File: config.mk
export PLATFORM = sky130hd
export DESIGN_NAME = norm_seq_ctrl
export DESIGN_NICKNAME = d
export VERILOG_FILES = /design/src/rtl/norm_seq_ctrl.sv
export SDC_FILE = /design/constraint.sdc
export NUM_CORES = 1
export LEC_CHECK = 0
export CAP_MARGIN = 30
export CORE_ASPECT_RATIO = 2
export CORE_MARGIN = 2
export CORE_UTILIZATION = 41
export DETAILED_ROUTE_END_ITERATION = 6
export HOLD_SLACK_MARGIN = 0.1
export PLACE_DENSITY = 0.81
export SLEW_MARGIN = 15
export SYNTH_ARGS = -nofsm -noshare
export SYNTH_HDL_FRONTEND = slang
export SYNTH_SLANG_ARGS = --single-unit
File: constraint.sdc
create_clock -name clk -period 2.41 [get_ports clk]
set_input_delay 0.3615 -clock clk [delete_from_list [all_inputs] [get_ports clk]]
set_output_delay 0.3615 -clock clk [all_outputs]
set_load 0.05 [all_outputs]
File: src/rtl/norm_seq_ctrl.sv
// norm_seq_ctrl
// -------------
// Control sequencer for one sum-of-squares accumulation. The squared-sum
// datapath (x*x + y*y) and the accumulator adder live outside this block.
// This block sets up the adder inputs and keeps the running sum.
//
// For each vector:
//   1. A start command latches the element count.
//   2. Element pairs are accepted over a valid/ready stream.
//   3. Each accepted pair is registered onto the ALU operand bus.
//   4. The adder output (acc_sum) is folded into the accumulator register.
//   5. The final 39-bit sum is returned over a valid/ready result handshake.
//
// Ports:
//   clk, rst_n        clock (rising edge), asynchronous active-low reset
//   start, vec_len    start a vector of vec_len elements (sampled in IDLE only)
//   in_valid/in_ready element-pair stream handshake
//   in_x, in_y        element 2k / 2k+1 (in_y ignored on an odd tail pair)
//   alu_x, alu_y      registered operands driven to the squared-sum datapath
//   acc_sum           external adder output = sum_sq(alu_x, alu_y) + acc_q
//   acc_q             accumulator register, fed back to the external adder
//   busy              high whenever the sequencer is not IDLE
//   out_valid/ready   result handshake
//   result            final sum, equal to acc_q while out_valid is high
module norm_seq_ctrl #(
    parameter int          LEN_W    = 8,
    parameter logic [23:0] PAD_ZERO = 24'h000000
) (
    input  logic             clk,
    input  logic             rst_n,
    input  logic             start,
    input  logic [LEN_W-1:0] vec_len,
    input  logic             in_valid,
    output logic             in_ready,
    input  logic [23:0]      in_x,
    input  logic [23:0]      in_y,
    output logic [23:0]      alu_x,
    output logic [23:0]      alu_y,
    input  logic [38:0]      acc_sum,
    output logic [38:0]      acc_q,
    output logic             busy,
    output logic             out_valid,
    input  logic             out_ready,
    output logic [38:0]      result
);

    typedef enum logic [1:0] {
        IDLE  = 2'd0,
        RUN   = 2'd1,
        DRAIN = 2'd2,
        DONE  = 2'd3
    } state_t;

    state_t           state_q, state_d;
    logic [LEN_W-1:0] pairs_left_q, pairs_left_d;
    logic             odd_tail_q, odd_tail_d;
    logic             op_vld_q, op_vld_d;
    logic [23:0]      alu_x_q, alu_x_d;
    logic [23:0]      alu_y_q, alu_y_d;
    logic [38:0]      accum_q, accum_d;
    logic             in_ready_c;
    logic             out_valid_c;
    logic             last_pair;

    // The pair currently offered is the last one when exactly one remains.
    assign last_pair = (pairs_left_q == {{(LEN_W-1){1'b0}}, 1'b1});

    always_comb begin
        state_d      = state_q;
        pairs_left_d = pairs_left_q;
        odd_tail_d   = odd_tail_q;
        alu_x_d      = alu_x_q;
        alu_y_d      = alu_y_q;
        op_vld_d     = 1'b0;
        // A valid operand pair on the bus means acc_sum already holds
        // its contribution added to the running total.
        accum_d      = op_vld_q ? acc_sum : accum_q;
        in_ready_c   = 1'b0;
        out_valid_c  = 1'b0;

        case (state_q)
            IDLE: begin
                if (start) begin
                    // pairs = ceil(len/2). This form cannot overflow LEN_W
                    // bits, even for the maximum length.
                    pairs_left_d = (vec_len >> 1) + {{(LEN_W-1){1'b0}}, vec_len[0]};
                    odd_tail_d   = vec_len[0];
                    accum_d      = '0;
                    state_d      = (vec_len == '0) ? DONE : RUN;
                end
            end
            RUN: begin
                in_ready_c = (pairs_left_q != '0);
                if (in_valid && in_ready_c) begin
                    alu_x_d      = in_x;
                    // An odd vector has no element 2k+1 on its tail pair.
                    // Substitute +0.0 so that slot adds nothing.
                    alu_y_d      = (last_pair && odd_tail_q) ? PAD_ZERO : in_y;
                    op_vld_d     = 1'b1;
                    pairs_left_d = pairs_left_q - 1'b1;
                    if (last_pair) begin
                        state_d = DRAIN;
                    end
                end
            end
            DRAIN: begin
                // The last operand pair is folded in on this edge.
                state_d = DONE;
            end
            DONE: begin
                out_valid_c = 1'b1;
                if (out_ready) begin
                    state_d = IDLE;
                end
            end
            default: begin
                state_d = IDLE;
            end
        endcase
    end

    always_ff @(posedge clk or negedge rst_n) begin
        if (!rst_n) begin
            state_q      <= IDLE;
            pairs_left_q <= '0;
            odd_tail_q   <= 1'b0;
            op_vld_q     <= 1'b0;
            alu_x_q      <= '0;
            alu_y_q      <= '0;
            accum_q      <= '0;
        end else begin
            state_q      <= state_d;
            pairs_left_q <= pairs_left_d;
            odd_tail_q   <= odd_tail_d;
            op_vld_q     <= op_vld_d;
            alu_x_q      <= alu_x_d;
            alu_y_q      <= alu_y_d;
            accum_q      <= accum_d;
        end
    end

    assign in_ready  = in_ready_c;
    assign out_valid = out_valid_c;
    assign busy      = (state_q != IDLE);
    assign alu_x     = alu_x_q;
    assign alu_y     = alu_y_q;
    assign acc_q     = accum_q;
    assign result    = accum_q;

endmodule

==> summary.txt, run 1 <==
Run status
  – Result of the run: finished, final reports clean

Clocking
  – Skew-Pair Late Insertion Delay: 0.34 ns
  – Root buffer cell: clkbuf_16
  – Number of buffers inserted during clock tree synthesis: 9
  – Maximum level of the CTS H-tree: 3
  – Buffer depth of the longest clock path: 2
  – Clock transition at path regs: 0.07 ns
  – Number of sinks driven by the clock tree: 99
  – TritonCTS clock tree: done

STA
  – Max_slew headroom: 53.1%
  – Setup total negative slack: 0 ns
  – Final-report setup violation count: 0
  – Fmax: 428 MHz
  – Pins Over Slew Limit: 0
  – Final worst-path cycle share: 96.9%
  – Worst clock skew: 0.00928 ns
  – Least-Margin Pin Slew: 0.703 ns
  – Final critical-path setup slack: 0.0748 ns
  – Final hold violations: 0
  – Post-layout minimum cycle time: 2.34 ns
  – RSZ-0062 raised after global routing: no

GRT
  – Via count of the first global-routing pass: 3846
  – GRT Resource Usage Total: 22.0%
  – Overflow left after global routing: 0
  – Pin count of the biggest net entering global routing: 56
  – Number of antenna violations at the first check in global routing: 2
  – Global-route wire length before repair: 20.6 mm

Synth
  – List of most frequent post-synthesis cells: dfrtp_1, mux2i_1, nor2_1
  – Simple-Gate Fraction of Synth Area: 8.59%
  – Fraction of the yosys area taken by sequential cells: 53.6%
  – Flop and latch count out of synthesis: 99
  – Share of the synthesized area in the top cell type: 53.6%
  – Compound-cell area share of the yosys netlist: 9.32%
  – Number of warnings issued by yosys: 0
  – Most used standard cell by instance count after synthesis: dfrtp_1
  – Number of distinct library cells after synthesis: 46
  – Cell type with the highest aggregate area in the netlist: dfrtp_1
  – Mux contribution to synthesized area: 15.2%
  – Number of synthesized flops with an enable pin: 0
  – Synthesized net count: 492
  – Fraction of registers with async set or reset after synthesis: 100%
  – Main combinational cell family by area after synthesis: multiplexers
  – Cell area after technology mapping: 4620 sq um
  – Xor and xnor fraction of the mapped netlist area: 0.569%
  – Leading post-synthesis cells by cell area: dfrtp_1, mux2i_1, buf_4, mux2_2, a22o_1
  – Average footprint of a synthesized cell: 12.1 sq um
  – Main synth FF type: dfrtp_1
  – Fraction of the mapped netlist area in adder cells: 2.98%
  – Gate count after technology mapping: 381

Cells and area
  – Combined area of the multi-input logic cells: 1710 sq um
  – Summed area of non-filler cells in the final layout: 7110 sq um
  – FF/Latch Area: 2480 sq um
  – Nets: 686
  – Synth-to-layout area growth: 54.0%
  – Fraction of layout instances using a drive strength above 1: 10.9%
  – Fill cell count: 862

Die
  – I/O pin count: 229
  – DIE WIDTH: 79.1 um
  – Initial standard-cell utilization of the core: 42.2%
  – Die area: 12200 sq um
  – Std-Cell Rows: 54
  – Floorplan die height: 154 um
  – Placeable Area: 10900 sq um

Drt
  – First DRT Iteration DRCs: 223
  – Wire length per cell after detailed routing: 18.4 um
  – Drt total wl: 13.3 mm
  – Initial DRT Pass Iterations: 4
  – Number of vias per cell: 5.17
  – Total via count after detailed routing: 3730
  – DRC Markers: 0
  – Number of nets with antenna violations after routing: 0

Place
  – Final RePlAce weighted congestion: 0.927
  – Worst slack at placement: 0.167 ns
  – Number of I/O port buffers: 228
  – Post-DP HPWL: 10.3 mm
  – Placed Area: 6760 sq um

Setup path
  – Crit Path Class: register to output port
  – Worst Setup Start Kind: register
  – Data required time of the worst path: 2.05 ns
  – Startpoint of the worst-slack reg-to-reg timing path: pairs_left_q[0]
  – Worst setup slack for register-to-register paths: 0.10 ns
  – Reg2reg path depth: 8
  – Reg2reg end: alu_x[2]
  – Data arrival time of the worst path: 1.97 ns
  – Top fanout value on the critical path: 3
  – CP endpoint kind: output port

Min path
  – Min-Delay Path Class: input pin to asynchronous set/reset pin

Run
  – Max cap viols: 0
[critical path, stage by stage (launching register included)]
cell,delay (ns)
dfrtp_1,0.40
inv_2,0.09
ha_4,0.13
or4b_4,0.46
or2_4,0.24
and2_1,0.16
buf_6,0.15
[logic make-up (layout without fill, tap and decap cells)]
group                      Yosys count  count (layout)
AOI/OAI and AO/OA                   50              50
buffers and inverters               69             268
other                                0               2
DFF                                 99              99
adders and majority gates           11              11
muxes                               67              67
and+or+nand+nor                     82              82
xor gates and xnor gates             3               3
[worst max path at each step]
| stage | from | to | slack (ns) | depth (start not counted) |
|---|---|---|---|---|
| 3_5_place_dp | pairs_left_q[0] | in_ready | 0.17 | 6 |
| 2_1_floorplan | pairs_left_q[0] | in_ready | 0.28 | 5 |
| 4_1_cts | pairs_left_q[0] | in_ready | 0.04 | 6 |
| 3_3_place_gp | pairs_left_q[0] | in_ready | 0.21 | 6 |
| 6_report | pairs_left_q[0] | in_ready | 0.07 | 6 |
| 5_1_grt | pairs_left_q[0] | in_ready | 0.02 | 6 |
[per-stage QoR]
step / std cells / util, % / hold slack (ns)
floorplan: 381 / - / 0.0659
global placement: 698 / 61.8 / 0.457
detailed placement: 698 / 61.8 / 0.465
CTS: 719 / 64.8 / 0.102
global route: 722 / 65.0 / 0.119
finish: 722 / 65.0 / 0.0689
[cell type report]
type / count / share of cell area (%)
Antenna cell: 2 / 0.0704
Sequential cell: 99 / 34.8
Inverter: 10 / 0.528
Clock buffer: 9 / 3.17
Timing Repair Buffer: 242 / 34.1
Clock inverter: 7 / 0.809
Tap cell: 140 / 2.46
Multi-Input combinational cell: 213 / 24.0
[per-layer routing]
layer / part of all wire [%] / track usage, % / vias up
met1: 34 / 22.6 / 1822
met5: 0 / 0 / -
li1: - / - / 1692
met2: 56 / 40.8 / 175
met3: 6.2 / 3.99 / 41
met4: 4.4 / 11.8 / 0
[layout by cell type, fill, tap and decap left out, types with 4 or more instances in the layout]
cell / count
nor3_1: 4
clkbuf_16: 9
nand3_1: 4
nor2_1: 41
mux2_2: 22
clkdlybuf4s50_1: 225
dfrtp_1: 98
buf_4: 12
nand2_1: 9
o21ai_0: 6
ha_1: 10
mux2i_1: 42
a22o_1: 24
inv_1: 8
[timing repair]
item,CTS,global route
resized for setup,5,2
setup endpoints to repair,1,2
cloned,0,0
hold buffers,0,0
buffers inserted,5,1
[state kept, by name, summed over array words and instances (netlist names)]
register and flops:
alu_y 24, pairs_left_q 8, acc_q 39, odd_tail_q 1, op_vld_q 1, state_q 2
alu_x 24
Power of run 1 is not shown: default switching activity piles up to over one toggle a cycle in this logic, so the estimate is an artifact.
==> run 2, diff against run 1 <==
- SLEW_MARGIN: 15 -> 10
==> results of run 2 <==
No change in the layout: final DEF, timing and power equal those of run 1.
Power of run 2 is left out for the same reason.
